==> config.mk <==
export PLATFORM = sky130hd
export DESIGN_NAME = shift_loopback_ctrl
export DESIGN_NICKNAME = d
export VERILOG_FILES = /design/src/rtl/shift_loopback_ctrl.sv
export SDC_FILE = /design/constraint.sdc
export NUM_CORES = 1
export LEC_CHECK = 0
export ABC_AREA = 1
export CORE_UTILIZATION = 45
export CTS_CLUSTER_DIAMETER = 80
export DETAILED_ROUTE_END_ITERATION = 12
export GPL_TIMING_DRIVEN = 1
export MAX_ROUTING_LAYER = met4
export PLACE_DENSITY = 0.72
export SLEW_MARGIN = 10
export SYNTH_ARGS = -nofsm -noshare
export SYNTH_HDL_FRONTEND = slang
export SYNTH_SLANG_ARGS = --single-unit
==> constraint.sdc <==
create_clock -name clk -period 3.4 [get_ports clk]
set_input_delay 0.51 -clock clk [delete_from_list [all_inputs] [get_ports clk]]
set_output_delay 0.51 -clock clk [all_outputs]
set_load 0.01 [all_outputs]
==> src/rtl/shift_loopback_ctrl.sv <==
// shift_loopback_ctrl
// Sends a parallel word LSB-first into an external N-stage shift register,
// then reads N bits back from the far end of that register. It compares the
// returned word against the sent one and reports the result through a
// valid/ready handshake. A saturating counter tracks how many frames came
// back corrupted.
module shift_loopback_ctrl #(
    parameter int N     = 10,
    parameter int CNT_W = 8
) (
    input  logic             clk,
    input  logic             rst,
    input  logic             flush,
    input  logic [N-1:0]     in_data,
    input  logic             in_valid,
    output logic             in_ready,
    output logic             sh_in,
    input  logic             sh_out,
    output logic [N-1:0]     out_data,
    output logic             out_valid,
    input  logic             out_ready,
    output logic             err,
    output logic [CNT_W-1:0] err_cnt,
    output logic             busy
);

    localparam int CW = (N > 1) ? $clog2(N) : 1;
    localparam logic [CW-1:0] LAST = CW'(N - 1);

    typedef enum logic [1:0] {
        IDLE,
        SHIFT_IN,
        SHIFT_OUT,
        DONE
    } state_t;

    state_t         state;
    logic [CW-1:0]  cnt;
    logic [CW-1:0]  cnt_inc;
    logic [N-1:0]   tx;
    logic [N-1:0]   rx;
    logic [N-1:0]   rx_next;
    logic           rx_bad;

    // Received word with the bit currently on sh_out merged in, plus its compare result
    always_comb begin
        rx_next      = rx;
        rx_next[cnt] = sh_out;
        rx_bad       = (rx_next != tx);
        cnt_inc      = cnt + CW'(1);
    end

    assign busy = (state != IDLE);

    // Frame controller: accept, serialise out, sample back, present result
    always_ff @(posedge clk or negedge rst) begin
        if (!rst) begin
            state     <= IDLE;
            cnt       <= '0;
            tx        <= '0;
            rx        <= '0;
            out_data  <= '0;
            err       <= 1'b0;
            out_valid <= 1'b0;
            sh_in     <= 1'b0;
            err_cnt   <= '0;
            in_ready  <= 1'b0;
        end else if (flush) begin
            state     <= IDLE;
            cnt       <= '0;
            out_valid <= 1'b0;
            sh_in     <= 1'b0;
            in_ready  <= 1'b1;
        end else begin
            case (state)
                IDLE: begin
                    if (in_valid && in_ready) begin
                        tx       <= in_data;
                        cnt      <= '0;
                        sh_in    <= in_data[0];
                        in_ready <= 1'b0;
                        state    <= SHIFT_IN;
                    end else begin
                        in_ready <= 1'b1;
                    end
                end
                SHIFT_IN: begin
                    if (cnt == LAST) begin
                        cnt   <= '0;
                        sh_in <= 1'b0;
                        state <= SHIFT_OUT;
                    end else begin
                        cnt   <= cnt_inc;
                        sh_in <= tx[cnt_inc];
                    end
                end
                SHIFT_OUT: begin
                    rx <= rx_next;
                    if (cnt == LAST) begin
                        out_data  <= rx_next;
                        err       <= rx_bad;
                        out_valid <= 1'b1;
                        if (rx_bad && (err_cnt != {CNT_W{1'b1}}))
                            err_cnt <= err_cnt + CNT_W'(1);
                        state     <= DONE;
                    end else begin
                        cnt <= cnt_inc;
                    end
                end
                DONE: begin
                    if (out_ready) begin
                        out_valid <= 1'b0;
                        in_ready  <= 1'b1;
                        state     <= IDLE;
                    end
                end
                default: begin
                    state <= IDLE;
                end
            endcase
        end
    end

endmodule

Word-level counts from Yosys, hierarchy flattened
Cells that the tools add are included.

Flip-flop bits (word level): 48. Input port bits: 16. Word-level logic and storage cells: 73. Output and inout port bits: 23.

Add/subtract/negate cells: 2. Reduce and logical (&&, ||, !) cells: 18. Mux-type cells: 28. $lt $le $gt $ge: 3. Bitwise logic cells: 1. Equal/unequal tests: 11.

Operators with widths (count): 4-bit 2-to-1 mux (4); 3-bit inequality test (second input constant) (5); 4-bit one-hot mux with 3 select lines (1); 3-bit AND reduction (4); 1-bit 2-to-1 mux (11); 10-bit bitwise mux (1); 4-bit by 5-bit less-than comparator with 1-bit output (second input constant) (2); 2-bit 2-to-1 mux (5); 10-bit inequality test (1); 3-bit nonzero test (3); 8-bit by 1-bit adder with 8-bit output (second input constant) (1); 8-bit inequality test (second input constant) (1); 2-bit one-hot mux with 4 select lines (1); 4-bit AND reduction (2); 1-bit one-hot mux with 2 select lines (3); 2-bit AND reduction (3); 4-bit by 1-bit adder with 4-bit output (second input constant) (1); 1-bit binary-select mux with 4-bit select (1); 1-bit demux with 4-bit select (1); 2-bit equality test (second input constant) (2); 4-bit equality test (second input constant) (1); 4-bit by 1-bit >= comparator with 1-bit output (second input constant) (1); 4-bit nonzero test (1); 1-bit logical AND (3); other kinds (4) (4).

Logic depth before layout (Yosys ltp)
Depth after elaboration: 8. Depth in mapped cells: 14.

Least setup slack after synthesis
OpenSTA, ideal clock, no wires.

Kind: reg2reg. Start point: reg cnt[0]. End point: reg err_cnt[6]. Period minus slack after synthesis: 1943 ps. Required time: 3334 ps. Arrival: 1876 ps. Path slack: 1457 ps. Cell stages (with the launch flop): 15. Path buffers: 1. Path through: dfrtp_1 -> clkbuf_1 -> inv_1 -> ha_1 -> nand3_1 -> nand2_1 -> nand2_1 -> nand2_1 -> nand2_1 -> nand2_2 -> nor2_4 -> nand3_4 -> nand3_4 -> nand2_1 -> nand2_1.

Longest elaborated chain between the ends: 8. Elaborated cells on any way between the ends: 10.

Ends and longest elaborated chain: start: declaration (RTL line 38) `logic [CW-1:0] cnt;`; start signal: assignment (RTL line 93) `cnt <= cnt_inc;`; start signal: assignment (RTL line 107) `cnt <= cnt_inc;`; 4-bit by 5-bit less-than comparator with 1-bit output (implied by the code) or 4-bit by 1-bit >= comparator with 1-bit output (tied branches) (RTL line 48) `rx_next[cnt] = sh_out;`; 1-bit logical AND (implied by the code) (RTL line 48); 1-bit 2-to-1 mux (implied by the code) (RTL line 48); 1-bit demux with 4-bit select (RTL line 48); 10-bit bitwise mux (RTL line 48); 10-bit inequality test (RTL line 49) `rx_bad = (rx_next != tx);`; 1-bit logical AND (RTL line 103) `if (rx_bad && (err_cnt != {CNT_W{1'b1}}))`; 4-bit AND reduction (no line) *; end signal: assignment (RTL line 104) `err_cnt <= err_cnt + CNT_W'(1);`; end: declaration (RTL line 23) `output logic [CNT_W-1:0] err_cnt,`.

Mark *: on every way between the ends. The rest lies on a longest branch, timed or not. A chain may end at the register's enable or synchronous reset.

Worst setup path in the final report
Start point: in flush. End point: reg cnt[0].

Longest elaborated chain between the ends: 2. Elaborated cells on any way between the ends: 5.

Ends and longest elaborated chain: start: declaration (RTL line 13) `input logic flush,`; 3-bit inequality test (no line) or 4-bit nonzero test (tied branches); 3-bit AND reduction (no line).

Parallel ways exist; a longest one is shown, timed or not.

==> metrics.txt <==
outcome=finished, final reports clean; setup tns final=0 ns; Hold-fix buffers, CTS=0; full die area=roughly 6500 um2; drc violations=0; root buf cell=clkbuf_8; Syn Inst Count=350; clk_skew=around 0.0085 ns; P&R area growth vs syn=18.82%; met1 Usage GRT=approximately 28%; routed length per placed instance=roughly 13 um; met3 Use GR=4.382%; Worst-Margin Slew=approximately 1.1 ns; Cell variety after synth=33; IO Pins=39; critical-path cell list=clkdlybuf4s50_1 > nor2_1 > buf_4 > inv_1 > nor2_4 > inv_1 > nand3_1 > nor2_1 > o21ai_1 > o21ai_0; Lkg Pwr=between 1.5 and 2 nW; Layout Utilization=around 56%; clk sinks=48; first-pass GRT wire length=a little over 10000 um; pwr/cell area=around 620 nW/um2; most common cell after layout, fill and taps aside=nand2_1; die extent in x=around 81 um; final setup vio count=0; sequential share of the synthesized area=between 40 and 50%; Worst EP arrival=about 2.7 ns; Placer Congestion=between 0.9 and 1; HPWL reported at the end of detailed placement=4399 um; largest area contributor in the netlist=dfrtp_1; WL final=slightly above 6000 um; critical path required time=between 3 and 4 ns; CTS H-Tree Depth=2; Final Cycle Share=a little under three quarters; grt total ovfl=0; RSZ-0062 raised after global routing=no; Final nets=412; Final ANT Viol Nets=0; CTS tree=yes; fin. max-slew vios=0; Crit-path slowest cell=clkdlybuf4s50_1; first-pass iteration count of the detailed router=4; flops & latches, synth=between 40 and 50; crit path max fanout=13; reg2reg start=state[0]; Syn Std Cell Area=2793 um2; # diodes=0; Yosys top cell area share=43.01%; nature of the critical path startpoint=primary input; Core Box Area=between 5000 and 6000 um2; average size of a mapped cell=around 8 um2; met2 usage=approximately a third; peak supply drop=0.2905 mV; Total GRT Usage=between 20% and 30%; max_slew headroom=roughly 30%; reg2reg end=cnt[0]; kind of critical path=in2reg; Reg2Reg Setup Slack=1.06 ns; Die Height=between 80 and 90 um; Synth Warn #=0; Hold Fails Final Rpt=0; slowest stage delay, CP=roughly 0.67 ns; Syn Nets=between 300 and 400; Clk Latency, worst-skew pair=between 0.3 and 0.4 ns; largest net degree at the start of global routing=just under 50; via count=2395; Max Clk Rate=~410 MHz; vias in the first global route=2185; crit path time final=2.444 ns; cell count of the worst reg-to-reg path=12; Setup WS pre-CTS=between 0.6 and 0.7 ns; Max clock buf depth=2; Fillers=583; worst setup margin=0.9556 ns; worst hold path class=in2async; initial core utilization=between 40% and 50%; layout cells sized above 1=a little under a tenth; grt peak-use layer=met2; Worst setup EP type=register; number of buffers created by CTS=5; FP Rows=28; family with the most delay on the worst path=buffers and inverters; clock-pin transition on the worst setup and hold timing paths=~0.10 ns; Port Buffer Count=38; Synth area leaders=dfrtp_1 (43%), nand2_1 (12%), nand3_1 (4.7%), inv_1 (4.6%), ha_1 (4.5%); post_cts resized=0; Post-CTS Setup Bufs=0; crit path from=flush; most frequent cells in the layout=nand2_1 (91), dfrtp_1 (48), clkdlybuf4s50_1 (37); initial antenna violation count=0; Max Cap Viol=0; DR iter-0 viols=around 170; WP buf/inv=4; vias per inst=slightly above 5
[cells in the mapped netlist, drive strengths merged]
cell type / number
a21oi: 16
a31oi: 10
buf: 4
clkbuf: 7
dfrtp: 48
ha: 10
inv: 37
nand2: 97
nand3: 32
nand3b: 1
nand4: 15
nor2: 32
nor3: 2
o2111ai: 1
o211ai: 2
o21ai: 24
o22ai: 2
o2bb2ai: 1
o311ai: 1
or2: 1
xnor2: 3
xor2: 4
[final cells by class]
cell class,count,area [um2],share of cell area [%]
sequential,48,1201,36.20
clock inverter,3,46.29,1.395
timing repair buffer,40,390.4,11.76
inverter,37,141.4,4.261
tap,75,93.84,2.828
multi-input combinational,254,1376,41.48
clock buffer,5,68.82,2.074
[routing by layer]
metal / wire length, um / vias to the layer above / part of all wire [%]
li1: - / 1225 / -
met1: 2897 / 1110 / 48
met2: 2844 / 51 / 47
met3: 229 / 9 / 3.8
met4: 89 / 0 / 1.5
met5: 0 / - / 0
[sequential cells by signal (all words and copies together), names as in the netlist]
| signal | count |
|---|---|
| cnt | 4 |
| err | 1 |
| err_cnt | 8 |
| in_ready | 1 |
| out_data | 10 |
| out_valid | 1 |
| rx | 10 |
| sh_in | 1 |
| state | 2 |
| tx | 10 |
[worst max path at each step]
stage	endpoint	slack, ns	cells after the start
floorplan	err_cnt[6]	1.46	14
global placement	cnt[0]	0.75	10
detailed placement	cnt[0]	0.64	10
CTS	cnt[0]	0.97	10
global route	cnt[2]	0.72	10
finish	cnt[0]	0.96	10
[per-stage QoR]
step	cells	cell area [um2]	hold WS, ns	power, mW
finish	462	3318	0.3727	2.047
global route	462	3318	0.4636	2.211
CTS	462	3318	0.4289	2.057
detailed placement	454	3203	0.4780	1.624
global placement	454	3203	0.4637	1.605
floorplan	350	2793	0.2144	1.389
[where the power goes]
part           total [mW]  internal (mW)  switching (mW)
Sequential          0.808          0.704           0.104
Combinational       0.807          0.300           0.507
Clock               0.432          0.222           0.210
[logic make-up after synthesis]
group,Yosys count,synth area share (%)
compound gates,57,11.34
xor+xnor,7,2.195
fa+ha+maj,10,4.480
buf+inv,48,7.706
flops,48,43.01
simple gates,180,31.27
Note: power is estimated with default switching activity, not from simulation.
